$ cat config.mk
export PLATFORM = sky130hd
export DESIGN_NAME = fp_argmax_tracker
export DESIGN_NICKNAME = d
export VERILOG_FILES = /design/src/rtl/fp_argmax_tracker.sv
export SDC_FILE = /design/constraint.sdc
export NUM_CORES = 1
export LEC_CHECK = 0
export ABC_AREA = 1
export CAP_MARGIN = 10
export CORE_MARGIN = 1
export CORE_UTILIZATION = 55
export CTS_BUF_LIST = sky130_fd_sc_hd__clkbuf_8
export DETAILED_ROUTE_END_ITERATION = 10
export PLACE_DENSITY = 0.93
export SYNTH_ARGS = -nofsm -noshare
export SYNTH_HDL_FRONTEND = slang
export SYNTH_SLANG_ARGS = --single-unit
export TNS_END_PERCENT = 100
$ cat constraint.sdc
create_clock -name clk -period 2.26 [get_ports clk]
set_input_delay 0.339 -clock clk [delete_from_list [all_inputs] [get_ports clk]]
set_output_delay 0.339 -clock clk [all_outputs]
set_load 0.01 [all_outputs]
$ cat src/rtl/fp_argmax_tracker.sv
// Running argmax over a streamed burst; ties keep the lowest index.
module fp_argmax_tracker #(
    parameter int W     = 32,
    parameter int IDX_W = 4
) (
    input  logic                clk,
    input  logic                rst,
    input  logic                clear,
    input  logic                valid,
    input  logic [IDX_W-1:0]    idx,
    input  logic signed [W-1:0] val,
    output logic [IDX_W-1:0]    max_idx
);

    logic                have_q;
    logic signed [W-1:0] max_val_q;
    logic [IDX_W-1:0]    max_idx_q;

    always_ff @(posedge clk) begin
        if (rst || clear) begin
            have_q    <= 1'b0;
            max_val_q <= '0;
            max_idx_q <= '0;
        end else if (valid && (!have_q || val > max_val_q)) begin
            have_q    <= 1'b1;
            max_val_q <= val;
            max_idx_q <= idx;
        end
    end

    assign max_idx = max_idx_q;

endmodule

; ---- Word level (Yosys, flattened, before mapping)
; Index checks and enable logic that the tools add are counted.
[word_totals]
word_cells = 8
reg_bits = 37
[op_classes]
n_lt_le_gt_ge = 1
reduce_logical = 4
[ops]
columns = cell, n
row1 = 32-bit greater-than comparator, 1
row2 = 1-bit logical OR, 2
row3 = 1-bit logical AND, 1
row4 = 1-bit zero test, 1

; ---- Logic depth before layout (Yosys ltp)
; Gate-level depths: netlist (run 1).
[depth]
depth_word = 3
depth_mapped = 20

; ---- Worst setup path after synthesis (run 1)
; Ideal clock, no wire load.
[synth_timing]
path_kind = reg2reg
start = register max_val_q[31]
end = register max_val_q[15]
setup_time_ps = 115
required_time_ps = 2145
t_arrival_ps = 1760
slack_ps = 385
stages_incl_launch_ff = 15
cell_sequence = dfxtp_1 > inv_1 > ha_1 > nand2_1 > nor2_2 > nand2_1 > nor4_2 > nand2_1 > nand3_1 > nand3_2 > nand2_4 > buf_6 > nand3_1 > nand2_1 > nor2_1
[synth_via]
elab_chain_len = 3
[synth_lines]
columns = element, line
row1 = from (decl), 16  ; logic signed [W-1:0] max_val_q;
row2 = from (signal assigned), 26  ; max_val_q <= val;
row3 = 32-bit greater-than comparator, 24  ; end else if (valid && (!have_q || val > max_val_q)) begin
row4 = 1-bit logical OR, 24
row5 = 1-bit logical AND, 24
; No other way between the ends.
; A chain may end at the register's enable or synchronous reset.

; ---- Worst setup path after layout (run 1)
[layout_timing]
start = register max_val_q[25]
end = register max_val_q[0]
; The elaborated chain is that of the path after synthesis.

==> impl_metrics.csv, run 1 <==
group,metric,value,unit
status,outcome,"complete, but fails checks",
status,violations,"negative setup slack",
final_layout,mostFrequentLayoutCells,"inv_1, nand2_1, nor2_1, nand3_1, a21oi_1",
placement,pre_cts_ws,-0.385,ns
route,first_pass_iters,5,
route,wl_per_cell,18.6,um
timing,slew_headroom,55.1,%
placement,dpl.hpwl,3660,um
synth,syn_nets,452,
hold_path,min_path_type,"input port to flip-flop",
die,die_w,69.7,um
final_layout,final_core_util,87.2,%
clock_tree,clkSinkCount,37,
global_route,first_global_vias,2255,
global_route,grt_first_pass_wirelength,9730,um
timing,report.final.hold_viol_count,0,
placement,globalplace.congestion,0.798,
placement,dp.cells,465,
global_route,grt_usage,25.2,%
die,io-pin-count,44,
global_route,grt_overflow,0,
die,initial_utilization,57.6,%
timing,drv_slew,0,
synth,ys_seq_area_share,29.4,%
synth,synth_top_cell_area_share,29.4,%
timing,min_period,2.38,ns
die,die_area,4860,um2
clock_tree,root_buffer,"clkbuf_8",
synth,synth.ff_latch_count,37,
hold_path,whs_path_depth,5,
timing,whs,0.427,ns
synth,ys_warn_count,0,
critical_path,worstSetupPathType,"flip-flop to flip-flop",
clock_tree,clock_path_buffers,2,
synth,netlist_instances,380,
final_layout,fill_cells,206,
job,cap_violations,0,
hold_path,holdPathEnd,"max_val_q[12]$_SDFFE_PP0P_",
final_layout,stdcell_count,489,
timing,fmax,0.420,GHz
pwr,vdd_ir_drop_max,0.000333,V
critical_path,rrSetupSlack,-0.12,ns
critical_path,rr_endpoint,"max_val_q[0]$_SDFFE_PP0P_",
clock_tree,cts_buffers,5,
synth,synth_area,2520,um2
synth,synth_area_leaders,"dfxtp_1, ha_1, inv_1",
timing,finalWorstSetupSlack,-0.119,ns
clock_tree,clk_pin_slew_worst_paths,0.07,ns
die,dieHeight,69.7,um
timing,worst_pin_slew,0.673,ns
clock_tree,cts_tree,"yes",
final_layout,drive_above_1_share,27.0,%
hold_path,hp-start,"val[12]",
route,vias,2890,
die,fp.coreArea,4380,um2
timing,setup_tns,-1.66,ns
synth,synth.avg_cell_area,6.64,um2
placement,io_buffers,43,
critical_path,r2r-start,"max_val_q[25]$_SDFFE_PP0P_",
clock_tree,cts_hold_buf,0,
global_route,grt_max_degree,49,
pwr,total_power,1.77,mW
critical_path,critical_path_arrival,2.57,ns
pwr,p_per_area,464,nW/um2
route,vias_per_cell,5.91,
critical_path,start_kind,"flip-flop",
timing,final-setup-viol-count,31,
timing,fin_skew,0.00684,ns
route,drt_iter0_drc,237,
final_layout,final_common_cell,"inv_1",
critical_path,required,2.45,ns
die,rows,24,
clock_tree,insertion_delay,0.30,ns
route,antenna_left,0,
final_layout,antennaDiodeCount,0,
critical_path,r2r_cells,15,
route,drc,0,
final_layout,num-nets-final,509,
final_layout,area_delta_synth_final,51.6,%
critical_path,crit_fanout,7,
global_route,grt_antenna_before_repair,0,
clock_tree,h-tree-depth,2,
final_layout,final_area,3820,um2
placement,placed_cell_area,2990,um2
timing,finalCritPeriodShare,105,%
route,finalWirelength,9070,um
synth,synthDistinctLibCells,19,
synth,synth_top_cell_by_area,"dfxtp_1",
pwr,p_leak,1.93,nW
critical_path,end_kind,"flip-flop",
## sequential cells by signal, indices dropped and copies added, names as in the netlist
register / cells
have_q: 1
max_idx: 4
max_val_q: 32
## layout make-up
type                    count  area (um2)  share of cell area (%)
clock buffers               6        82.6                    2.16
clock inverters             1        3.75                  0.0981
inverters                  75         282                    7.36
multi-input cells         251        1790                    46.8
flip-flops and latches     37         762                    19.9
well taps                  52        65.1                    1.70
repair buffers             67         840                    21.9
## worst max path at each step
stage / slack, ns / startpoint / endpoint / cells past startpoint
4_1_cts: 0.02 / val[25] / max_val_q[26]$_SDFFE_PP0P_ / 14
3_3_place_gp: -0.23 / val[31] / max_val_q[27]$_SDFFE_PP0P_ / 14
6_report: -0.12 / max_val_q[25]$_SDFFE_PP0P_ / max_val_q[0]$_SDFFE_PP0P_ / 15
2_1_floorplan: 0.38 / max_val_q[31]$_SDFFE_PP0P_ / max_val_q[15]$_SDFFE_PP0P_ / 14
5_1_grt: -0.21 / max_val_q[25]$_SDFFE_PP0P_ / max_idx[2]$_SDFFE_PP0P_ / 15
3_5_place_dp: -0.39 / val[31] / max_val_q[26]$_SDFFE_PP0P_ / 14
## synthesized netlist by cell type, drive strengths merged
cell type / n
inv: 75
nand2: 72
a21oi: 50
nor2: 46
nand3: 39
dfxtp: 37
ha: 32
buf: 9
clkbuf: 9
o21a: 3
o21ai: 3
a21o: 2
nand4: 2
nor4: 1
## worst max-delay path, stage by stage (launching register included)
cell and delay [ns]:
dfxtp_2 0.33, inv_1 0.06, ha_4 0.24, a21oi_2 0.17, o21ai_0 0.12, nand2_1 0.09
nand2_1 0.12, a21oi_2 0.23, nand2_2 0.10, nand2_2 0.10, nand3_4 0.12, nand2_8 0.17
clkbuf_16 0.17, nand3_1 0.09, nand2_1 0.10, nor2_1 0.06
## cell families (layout without fill, tap and decap cells)
family                     count (synthesis)  count (layout)  synth area share (%)
and+or+nand+nor                          160             161                  26.9
DFF                                       37              37                  29.4
AOI/OAI and AO/OA                         58              58                  12.0
buffers and inverters                     93             149                  15.9
adders and majority gates                 32              32                  15.9
## routing by layer
metal	vias up	wire length (um)	GRT usage, %
li1	1306	-	-
met1	1329	3170	28.6
met2	185	4580	42.3
met3	70	685	6.40
met4	0	636	15.3
met5	-	0	0
## report_power, final
part | leakage, nW | switching [mW] | internal (mW) | total (mW)
sequential | 0.310 | 0.0223 | 0.685 | 0.708
combinational | 1.57 | 0.305 | 0.274 | 0.579
clock | 0.0485 | 0.251 | 0.238 | 0.488
total | 1.93 | 0.578 | 1.20 | 1.77
## repair_timing
action,in CTS,in global routing
gates cloned,1,8
setup endpoints to repair,36,36
pin swaps,7,46
resized for setup,13,107
buffers inserted,1,7
(Power assumes the default switching activity.)
==> inputs of run 2 (changes only) <==
--- a/config.mk
+++ b/config.mk
@@ -8,10 +8,9 @@
 export ABC_AREA = 1
 export CAP_MARGIN = 10
 export CORE_MARGIN = 1
-export CORE_UTILIZATION = 55
-export CTS_BUF_LIST = sky130_fd_sc_hd__clkbuf_8
+export CORE_UTILIZATION = 53
 export DETAILED_ROUTE_END_ITERATION = 10
-export PLACE_DENSITY = 0.93
+export PLACE_DENSITY = 0.9
 export SYNTH_ARGS = -nofsm -noshare
 export SYNTH_HDL_FRONTEND = slang
 export SYNTH_SLANG_ARGS = --single-unit
==> run 2 against run 1 <==
Net effect: clock skew grew 0.0099 ns; cell area shrank 4.5%; register-to-register slack gained 0.09 ns; count of clock-buffer cells in the layout grew 1; the run ends with design-rule violations, negative setup slack left; largest cell class unchanged; die area grew 3.7%; clock power grew 28%; maximum frequency shrank 0.43%; cell count shrank 1.4%; worst hold slack lost 0.020 ns; core utilization shrank 5.6 points; combinational power shrank 9.0%.
==> impl_metrics.csv, run 2 (synthesized netlist as in run 1, its figures left out) <==
group,metric,value,unit
pwr,switchingPower,0.557,mW
timing,whs,0.408,ns
route,drc,2,
clock_tree,cts_buffers,5,
timing,slew_headroom,72.6,%
die,io-pin-count,44,
timing,worst_pin_slew,0.410,ns
die,dieHeight,71.0,um
final_layout,antennaDiodeCount,0,
route,vias_per_cell,5.59,
critical_path,r2r-start,"max_val_q[7]$_SDFFE_PP0P_",
timing,finalWorstSetupSlack,-0.129,ns
die,die_area,5040,um2
die,rows,24,
global_route,first_global_vias,2328,
job,cap_violations,0,
clock_tree,cts_hold_buf,0,
final_layout,drive_above_1_share,17.2,%
pwr,vdd_ir_drop_max,0.000486,V
placement,pre_cts_ws,-0.300,ns
die,initial_utilization,56.4,%
status,outcome,"complete, but fails checks",
status,violations,"design-rule violations, negative setup slack",
critical_path,start_kind,"input port",
final_layout,final_common_cell,"inv_1",
clock_tree,root_buffer,"clkbuf_8",
pwr,p_leak,1.81,nW
route,vias,2696,
clock_tree,insertion_delay,0.31,ns
route,drt_iter0_drc,242,
timing,report.final.hold_viol_count,0,
hold_path,hp-start,"val[14]",
global_route,grt_first_pass_wirelength,9640,um
clock_tree,clkSinkCount,37,
timing,fin_skew,0.0168,ns
clock_tree,clock_path_buffers,2,
route,first_pass_iters,10,
placement,dpl.hpwl,3540,um
placement,dp.cells,465,
pwr,power_frac_comb,28.4,%
final_layout,num-nets-final,501,
clock_tree,h-tree-depth,2,
die,fp.coreArea,4470,um2
clock_tree,clk_pin_slew_worst_paths,0.09,ns
final_layout,largest_reg_flops,32,
global_route,grt_max_degree,74,
pwr,switching_share,30.1,%
global_route,grt_overflow,0,
timing,min_period,2.39,ns
final_layout,stdcell_count,482,
critical_path,crit_start,"val[6]",
die,die_w,71.0,um
critical_path,crit_fanout,7,
pwr,p_per_area,507,nW/um2
placement,globalplace.congestion,0.797,
route,antenna_left,0,
timing,fmax,0.419,GHz
hold_path,min_path_type,"input port to flip-flop",
pwr,pwr-share-clk,33.6,%
pwr,internal_power,1.30,mW
timing,drv_slew,0,
route,finalWirelength,7680,um
clock_tree,cts_tree,"yes",
timing,finalCritPeriodShare,106,%
critical_path,critical_path_arrival,2.60,ns
final_layout,area_delta_synth_final,44.7,%
route,wl_per_cell,15.9,um
final_layout,regMostFlops,"max_val_q",
pwr,seq_power_share,37.9,%
placement,io_buffers,43,
critical_path,end_kind,"flip-flop",
final_layout,mostFrequentLayoutCells,"inv_1, nand2_1, nor2_1, nand3_1",
global_route,grt_antenna_before_repair,0,
critical_path,required,2.47,ns
global_route,grt_usage,24.0,%
timing,final-setup-viol-count,36,
critical_path,worstSetupPathType,"input port to flip-flop",
run 2: cell types whose count changed in the layout (fill, tap and decap cells not counted), moves of 3 or more:
cell	change
buf_4	-6
a21oi_2	-3
nand3_1	+4
dfxtp_1	+16
nand3_2	-4
inv_1	+5
nand2_1	+6
nand2_2	-6
dfxtp_2	-16
inv_2	-6
clkdlybuf4s50_1	+6
a21oi_1	+4
dlymetal6s2s_1	-5
run 2: cell type report:
| cell class | count | area, um2 |
|---|---|---|
| multi-input combinational | 251 | 1710 |
| inverter | 75 | 282 |
| clock buffer | 7 | 86.3 |
| timing repair buffer | 59 | 733 |
| fill | 263 | 822 |
| sequential | 37 | 742 |
| clock inverter | 1 | 30.0 |
| tap | 52 | 65.1 |
run 2: power groups by stage:
stage / logic, mW / clock network (mW) / registers (mW)
after global placement: 0.369 / 0 / 0.712
after CTS: 0.411 / 0.607 / 0.699
after global routing: 0.578 / 0.652 / 0.706
final: 0.527 / 0.623 / 0.703
after detailed placement: 0.386 / 0 / 0.713
after floorplan: 0.247 / 0 / 0.711
run 2: repair_timing:
| item | CTS | global route |
|---|---|---|
| gates cloned | 1 | 6 |
| setup endpoints to repair | 10 | 36 |
| pin swaps | 8 | 28 |
| gates resized for setup | 14 | 61 |
| buffers inserted | 1 | 1 |
run 2: metrics by stage:
| step | util [%] | power, mW | TNS, ns | instance area, um2 |
|---|---|---|---|---|
| after floorplan | - | 0.958 | 0 | 2520 |
| after global placement | 66.9 | 1.08 | -7.38 | 2990 |
| after detailed placement | 66.9 | 1.10 | -9.86 | 2990 |
| after CTS | 71.5 | 1.72 | 0 | 3200 |
| after global routing | 81.6 | 1.94 | -7.27 | 3650 |
| final | 81.6 | 1.85 | -3.37 | 3650 |
run 2: routing by layer:
metal | GRT usage [%] | up-vias | share of wire (%)
met5 | 0 | - | 0
met4 | 10.4 | 0 | 2.9
met3 | 5.84 | 27 | 6.2
met2 | 42.4 | 121 | 53
met1 | 27.5 | 1259 | 38
li1 | - | 1289 | -
run 2: worst paths after layout:
check / cells after the start / endpoint / slack [ns]
setup reg to reg: 16 / max_val_q[23]$_SDFFE_PP0P_ / -0.03
hold / removal: 5 / max_val_q[14]$_SDFFE_PP0P_ / 0.41
hold reg to reg: 2 / max_val_q[12]$_SDFFE_PP0P_ / 0.48
setup / recovery: 17 / max_val_q[23]$_SDFFE_PP0P_ / -0.13
run 2: worst max-delay path, cell delays in order:
cell and delay, ns:
clkdlybuf4s50_1 0.45, ha_1 0.33, nand2_1 0.13, nor2_2 0.07, nor2_2 0.09, nand2_1 0.09
nand2_1 0.09, nand2_1 0.08, nand2_1 0.10, nand2_1 0.08, nand2_2 0.08, nand3_4 0.13
nand2_8 0.16, clkbuf_16 0.16, nand3_1 0.07, nand2_1 0.09, nor2_1 0.05
